File: config.mk
export PLATFORM = sky130hd
export DESIGN_NAME = jtframe_pll_cen
export DESIGN_NICKNAME = d
export VERILOG_FILES = /design/src/rtl/jtframe_pll_cen.sv
export SDC_FILE = /design/constraint.sdc
export NUM_CORES = 1
export LEC_CHECK = 0
export CAP_MARGIN = 20
export CELL_PAD_IN_SITES_DETAIL_PLACEMENT = 1
export CELL_PAD_IN_SITES_GLOBAL_PLACEMENT = 1
export CORE_MARGIN = 5
export CORE_UTILIZATION = 30
export DETAILED_ROUTE_END_ITERATION = 12
export DONT_BUFFER_PORTS = 1
export PLACE_DENSITY_LB_ADDON = 0.05
export SYNTH_ARGS = -nofsm -noshare
export SYNTH_HDL_FRONTEND = slang
export SYNTH_SLANG_ARGS = --single-unit
File: constraint.sdc
create_clock -name clk -period 4.36 [get_ports clk]
set_input_delay 0.218 -clock clk [delete_from_list [all_inputs] [get_ports clk]]
set_output_delay 0.218 -clock clk [all_outputs]
set_load 0.01 [all_outputs]
File: src/rtl/jtframe_pll_cen.sv
// Fractional clock-enable generator: CH channels of n/m-rate cen/cenb pulses with emulated PLL lock.
// Optional macro JTFRAME_PLL_CEN_CNT_EN adds per-channel 16-bit cen pulse counters on cen_cnt.
module jtframe_pll_cen #(
    parameter int CH       = 4,
    parameter int W        = 10,
    parameter int LOCK_DLY = 16
) (
    input  logic            clk,
    input  logic            rst_n,
    input  logic            en,
    input  logic [CH*W-1:0] n,
    input  logic [CH*W-1:0] m,
    output logic [CH-1:0]   cen,
    output logic [CH-1:0]   cenb,
`ifdef JTFRAME_PLL_CEN_CNT_EN
    output logic [CH*16-1:0] cen_cnt,
`endif
    output logic            locked
);

    localparam int CW = $clog2(LOCK_DLY + 1);
    localparam logic [CW-1:0] LAST = CW'(LOCK_DLY - 1);

    logic [CW-1:0] lock_cnt;

    // n is clamped to m so that n >= m simply yields a pulse every active cycle
    function automatic logic [W:0] eff_n(input logic [W-1:0] nv, input logic [W-1:0] mv);
        return (nv > mv) ? {1'b0, mv} : {1'b0, nv};
    endfunction

    // Returns {pulse, next accumulator}
    function automatic logic [W+1:0] acc_step(input logic [W:0] acc, input logic [W:0] inc,
                                              input logic [W-1:0] mv);
        logic [W:0] sum;
        sum = acc + inc;
        if (sum >= {1'b0, mv})
            return {1'b1, sum - {1'b0, mv}};
        else
            return {1'b0, sum};
    endfunction

    always_ff @(posedge clk or negedge rst_n) begin
        if (!rst_n) begin
            lock_cnt <= '0;
            locked   <= 1'b0;
        end else if (!locked) begin
            lock_cnt <= lock_cnt + CW'(1);
            if (lock_cnt == LAST) locked <= 1'b1;
        end
    end

    for (genvar k = 0; k < CH; k++) begin : g_ch
        logic [W-1:0] nk, mk, n_p0, m_p0;
        logic [W:0]   acc_p0, accb_p0;
        logic [W+1:0] stp, stpb;
        logic         cen_p0, cenb_p0;
        logic         reinit;

        assign nk     = n[k*W +: W];
        assign mk     = m[k*W +: W];
        assign stp    = acc_step(acc_p0,  eff_n(nk, mk), mk);
        assign stpb   = acc_step(accb_p0, eff_n(nk, mk), mk);
        assign reinit = (nk != n_p0) || (mk != m_p0);

        always_ff @(posedge clk or negedge rst_n) begin
            if (!rst_n) begin
                n_p0    <= '0;
                m_p0    <= '0;
                acc_p0  <= '0;
                accb_p0 <= '0;
                cen_p0  <= 1'b0;
                cenb_p0 <= 1'b0;
            end else if (!locked || reinit) begin
                // Preload and ratio reinit share the same start state: cenb leads cen by half a period
                n_p0    <= nk;
                m_p0    <= mk;
                acc_p0  <= '0;
                accb_p0 <= {1'b0, mk >> 1};
                cen_p0  <= 1'b0;
                cenb_p0 <= 1'b0;
            end else if (m_p0 == '0) begin
                acc_p0  <= '0;
                accb_p0 <= '0;
                cen_p0  <= 1'b0;
                cenb_p0 <= 1'b0;
            end else if (en) begin
                acc_p0  <= stp[W:0];
                accb_p0 <= stpb[W:0];
                cen_p0  <= stp[W+1];
                cenb_p0 <= stpb[W+1];
            end else begin
                cen_p0  <= 1'b0;
                cenb_p0 <= 1'b0;
            end
        end

        assign cen[k]  = cen_p0;
        assign cenb[k] = cenb_p0;

`ifdef JTFRAME_PLL_CEN_CNT_EN
        logic [15:0] cnt_p0;

        always_ff @(posedge clk or negedge rst_n) begin
            if (!rst_n) begin
                cnt_p0 <= '0;
            end else if (locked && reinit) begin
                cnt_p0 <= '0;
            end else if (locked && en && m_p0 != '0 && stp[W+1]) begin
                cnt_p0 <= cnt_p0 + 16'd1;
            end
        end

        assign cen_cnt[k*16 +: 16] = cnt_p0;
`endif
    end

endmodule

# Word-level counts from Yosys, hierarchy flattened
# Index checks and enable logic that the tools add are counted.
[op_classes]
reduce_logical = 17
eq_ne = 9
order_cmp = 12
addsub = 17
mux = 62
[op_table]
columns = ["operator", "n"]
rows = [
  ["two-way mux 11 bit", 24],
  ["two-way mux 12 bit", 8],
  [">= comparator 11 x 10 -> 1 bit", 8],
  ["subtractor 11 x 10 -> 11 bit", 8],
  ["!= test 10 bit", 8],
  ["adder 11 x 10 -> 11 bit", 4],
  ["adder 11 bit", 4],
  ["greater-than comparator 10 bit", 4],
  ["zero test 10 bit", 4],
  ["two-way mux 10 bit", 4],
  ["two-way mux 1 bit", 26],
  ["nonzero test 3 bit", 4],
  ["logical OR 1 bit", 8],
  ["adder 5 x 1 -> 5 bit (second input constant)", 1],
  ["equality test 5 x 4 -> 1 bit (second input constant)", 1],
  ["zero test 1 bit", 1],
]
[word_totals]
inputBits = 83
regBits = 182
out_inout_bits = 9
word_cells = 143

# Logic depth before layout (Yosys ltp)
[logic_depth]
depth_word = 8
ltp_mapped = 29
depth_no_buf = 27

# Worst setup path before layout
# OpenSTA, ideal clock, no wires.
[synth_path]
path_type = "input-to-reg"
start = "in m[1]"
end = "reg g_ch[0].acc_p0[0]"
required_time_ns = 4.288
setup_time_ns = 0.072
n_path_buf = 2
cell_stages = 27
t_arrival_ns = 5.396
path_slack_ns = -1.108
cell_sequence = "inv_1 -> ha_1 -> nor2b_1 -> o21a_1 -> o21a_1 -> o211ai_1 -> a21oi_1 -> a21oi_1 -> a21oi_1 -> buf_1 -> mux2_2 -> ha_1 -> o21a_1 -> a2111o_1 -> a31o_2 -> a21oi_1 -> xnor2_1 -> ha_1 -> nand4_1 -> nor3_1 -> or4_1 -> a21o_1 -> a21oi_2 -> buf_2 -> mux2i_1 -> mux2i_1 -> nor2_1"
[synth_between]
elab_chain_len = 8
[synth_lines]
columns = ["element", "line_no", "text"]
rows = [
  ["start: declaration", "12", "input logic [CH*W-1:0] m,"],
  ["greater-than comparator 10 bit", "28", "return (nv > mv) ? {1'b0, mv} : {1'b0, nv};"],
  ["two-way mux 10 bit", "28", ""],
  ["adder 11 bit", "35", "sum = acc + inc;"],
  ["subtractor 11 x 10 -> 11 bit or >= comparator 11 x 10 -> 1 bit (tied branches)", "37, 36", ""],
  ["two-way mux 12 bit", "36", "if (sum >= {1'b0, mv})"],
  ["two-way mux 11 bit", "86", "end else if (en) begin"],
  ["two-way mux 11 bit", "81", "end else if (m_p0 == '0) begin"],
  ["two-way mux 11 bit", "73", "end else if (!locked || reinit) begin"],
  ["end signal: assignment", "87", "acc_p0 <= stp[W:0];"],
  ["end: declaration", "54", "logic [W:0] acc_p0, accb_p0;"],
]
# Several ways; a longest one is shown, not always the timed one. The select of a mux whose other input is x is not followed.
# A chain may end at the register's enable or synchronous reset.

# Worst setup path in the final report
[layout_path]
start = "in n[1]"
end = "reg g_ch[0].acc_p0[1]"
[layout_between]
elab_chain_len = 8
[layout_lines]
columns = ["element", "line_no", "text"]
rows = [
  ["start: declaration", "11", "input logic [CH*W-1:0] n,"],
  ["greater-than comparator 10 bit", "28", ""],
  ["two-way mux 10 bit", "28", ""],
  ["adder 11 bit", "35", ""],
  ["subtractor 11 x 10 -> 11 bit or >= comparator 11 x 10 -> 1 bit (tied branches)", "37, 36", ""],
  ["two-way mux 12 bit", "36", ""],
  ["two-way mux 11 bit", "86", ""],
  ["two-way mux 11 bit", "81", ""],
  ["two-way mux 11 bit", "73", ""],
]
# Several ways; a longest one is shown, not always the timed one. The select of a mux whose other input is x is not followed.

==> flow_metrics.tcl <==
set metrics [dict create \
    worstHoldPathType "input port to flip-flop" \
    crit_type "input port to flip-flop" \
    dpl.hpwl_mm 47.44 \
    place_ws_ps -1441 \
    relSlewSlack 0.3105 \
    area_delta_synth_final_pct 50.14 \
    critPathRequiredTime_ps 4790 \
    synth-seq-cells 182 \
    vias 16300 \
    synth_warnings 0 \
    setup_tns_ps -17060 \
    grt_antenna_before_repair 0 \
    syn_inst 1932 \
    synthesis.area_sq_mm 0.01685 \
    drc 0 \
    p_per_area_mw_per_mm2 351.2 \
    outcome "finished with violations" \
    cts_buffers 17 \
    cp-start-kind "input port" \
    grt_pass1_vias 18040 \
    gr-total-overflow 0 \
    synth_flop_cell "dfrtp_1" \
    grt_max_degree 183 \
    r2r_end "g_ch[0].acc_p0[1]$_DFFE_PN0P_" \
    r2r_setup_slack_ps 510 \
    place_congestion 0.8228 \
    drv_cap 0 \
    worstHoldStart "n[1]" \
    clk_pin_slew_ps 80 \
    drv_slew 0 \
    ios 92 \
    critPathArrivalTime_ps 5170 \
    peakVddDrop_v 0.0002748 \
    die_y_um 247.0 \
    routedWlPerCell_um 20.48 \
    setup_viol_count_final 75 \
    drtPass1Iterations 4 \
    critPathCaptureType "flip-flop" \
    worst_slack_ps -372.3 \
    synth_area_leaders "dfrtp_1, ha_1, xnor2_1" \
    cts_tree "done" \
    finalWirelength_mm 65.62 \
    synth_top_area_share 0.2702 \
    synth_top_family_by_area "compound AO/OA/AOI/OAI gates" \
    finalHoldViolations 31 \
    holdPathEnd "g_ch[0].n_p0[1]$_DFFE_PN0N_" \
    synth_compound_gate_area_share 0.1958 \
    rsz0062_at_grt "true" \
    worstPathMaxFanout 8 \
    syn_area_per_cell_sq_um 8.724 \
    synth_cell_types 81 \
    rr_worst_depth 17 \
    post-route-util 0.4566 \
    grt_use_total 0.2152 \
    start_util 0.3042 \
    cts.sinks 182 \
    clockRootBuffer "clkbuf_16" \
    min_path_cells 0 \
    tightest_slew_ps 1034 \
    drtIter0Drc 505 \
    synth_edf_count 0 \
    final.period_utilization 1.085 \
    insertedDiodeCount 0 \
    viasPerCell 5.089 \
    cts_buffer_depth 2 \
    yosysSeqAreaShare 0.2702 \
    hold_slack_ps -262.5 \
    r2r-start "g_ch[0].acc_p0[1]$_DFFE_PN0P_" \
    grt_pass1_wl_mm 102.4 \
    synthAdderAreaFrac 0.1690 \
    layout.cells.non_filler 3204 \
    dieArea_sq_mm 0.06102 \
    coreArea_sq_mm 0.05542 \
    fin_nets 2744 \
    async_reset_ff_frac 1.000 \
    synth_simple_gate_area_frac 0.1512 \
    fillCellCount 6253 \
    synthXorXnorAreaFrac 0.09769 \
    fp.dieW_um 247.0 \
    port_buffers 0 \
    clock_skew_ps 12.15 \
    syn_nets 2233 \
    ant_nets 0 \
    synth_area_leader_cell "dfrtp_1" \
    dp_cells 2986 \
    clock.fmax_ghz 0.2113 \
    p_leak_nw 11.41 \
    failed_checks "hold timing, setup timing" \
    fin_crit_ps 4732 \
    clk_latency_ps 500 \
    drive_above_1_share 0.3799 \
    htreeDepth 4 \
    row_count 86 \
    synth.area.mux_share 0.05820 \
]
-- area by class of cell --
type	count	area (sq um)	share of cell area
flip-flops and latches	182	4554	0.1800
clock buffers	21	460.4	0.01820
multi-input cells	1510	13450	0.5316
clock inverters	11	183.9	0.007268
inverters	116	491.7	0.01943
repair buffers	616	5226	0.2065
well taps	748	935.9	0.03698
-- worst max-delay path by stage --
| stage | start | end | cells after the start |
|---|---|---|---|
| 5_1_grt | n[1] | g_ch[0].accb_p0[4]$_DFFE_PN0P_ | 26 |
| 3_3_place_gp | m[31] | g_ch[3].acc_p0[10]$_DFFE_PN0P_ | 25 |
| 6_report | n[1] | g_ch[0].acc_p0[1]$_DFFE_PN0P_ | 27 |
| 3_5_place_dp | m[31] | g_ch[3].acc_p0[10]$_DFFE_PN0P_ | 25 |
| 2_1_floorplan | m[31] | g_ch[3].accb_p0[5]$_DFFE_PN0P_ | 28 |
| 4_1_cts | n[1] | g_ch[0].acc_p0[4]$_DFFE_PN0P_ | 26 |
-- power by group --
part	total, W	leakage [nW]	internal, W	switching (W)
clock network	0.00182	0.315	0.00100	0.000815
registers	0.00178	2.26	0.00174	0.0000401
logic	0.00529	8.83	0.00283	0.00246
total	0.00889	11.4	0.00557	0.00332
-- sequential cells by signal, indices dropped and copies added, names as in the netlist --
name	flops
g_ch.acc_p0	44
g_ch.accb_p0	44
g_ch.m_p0	40
g_ch.n_p0	40
lock_cnt	5
g_ch.cen_p0	4
g_ch.cenb_p0	4
locked	1
-- worst max-delay path, stage by stage --
cell      delay, ps
ha_4            220
nor2b_4         110
o21a_1          160
o21a_1          170
o211ai_1        170
a21oi_1          90
a21oi_1         150
a21oi_2         100
buf_6           150
mux2_4          320
ha_4            230
a21oi_4         160
o21ai_2          90
a2111o_1        400
a31o_2          230
a21oi_2         160
xnor2_2         140
ha_1            280
nand4_1         110
nor3_2           60
or4_1           460
a21o_1          210
a21oi_4         230
buf_12          170
mux2i_1         200
mux2i_1          90
nor2_1           90
-- layer usage --
layer | track usage | routed length (um)
met5 | 0 | 0
met4 | 0.05924 | 1380
met3 | 0.02810 | 1410
met2 | 0.3780 | 32810
met1 | 0.2779 | 30020
-- stage by stage --
| step | area (sq um) | power [W] | hold slack, ps |
|---|---|---|---|
| floorplan | 17630 | 0.004333 | -77.59 |
| global placement | 21290 | 0.005873 | -71.78 |
| detailed placement | 21290 | 0.005944 | -70.78 |
| CTS | 24570 | 0.008613 | -633.2 |
| global route | 25310 | 0.009471 | -309.4 |
| finish | 25310 | 0.008888 | -262.5 |
-- cell usage after synthesis, drive strengths merged, types with 5 or more instances --
library cell    n
a2111oi         7
a211oi         26
a21o           37
a21oi         125
a221oi          5
a22oi          15
a311oi          5
a31o            7
a31oi           9
and3           16
buf            24
clkbuf        101
dfrtp         182
fa             16
ha            202
inv           116
mux2           48
mux2i          44
nand2         106
nand2b         17
nand3          47
nand3b          6
nand4          37
nor2          147
nor2b          30
nor3           38
nor4           21
o2111ai         7
o211ai         15
o21a           43
o21ai         116
o21bai         19
o22ai           6
o31a           12
o31ai           8
o41ai           7
or2             8
or3             9
or4            11
xnor2         131
xor2           57
-- repair_timing --
item                                   4_1_cts  5_1_grt
buffers inserted                            82       25
hold buffers                                82        2
pin swaps                                  109       88
gates cloned                                 4        0
gates resized for setup                    245      103
setup endpoints to repair                   95       96
endpoints found under the hold margin      331      221
-- kinds of logic (layout without fill, tap and decap cells) --
kind of cell | Yosys count | after routing
muxes | 92 | 92
AOI/OAI and AO/OA | 501 | 501
and+or+nand+nor | 510 | 511
xor gates and xnor gates | 188 | 188
DFF | 182 | 182
buffers and inverters | 241 | 764
adders and majority gates | 218 | 218
-- placed cells by master, fill, tap and decap left out, types with 14 or more instances in the layout --
master	instances
o21a_1	43
a211oi_1	16
nor3_1	28
a21o_1	37
o21bai_1	15
buf_12	16
dlygate4sd3_1	83
xnor2_2	16
nor2_1	123
xor2_1	51
nand2b_1	15
mux2_4	22
buf_6	37
nor2b_1	20
dfrtp_1	182
ha_1	139
mux2i_1	37
a21oi_4	19
and3_1	14
mux2_2	26
nand2_1	91
inv_1	104
nor4_1	20
o211ai_1	14
a21oi_2	36
ha_4	54
clkbuf_16	17
o21ai_2	16
a21oi_1	70
xnor2_1	114
buf_4	476
nand3_1	43
o21ai_0	54
nand4_1	37
a22oi_1	14
o21ai_1	45
(Power assumes the default switching activity.)
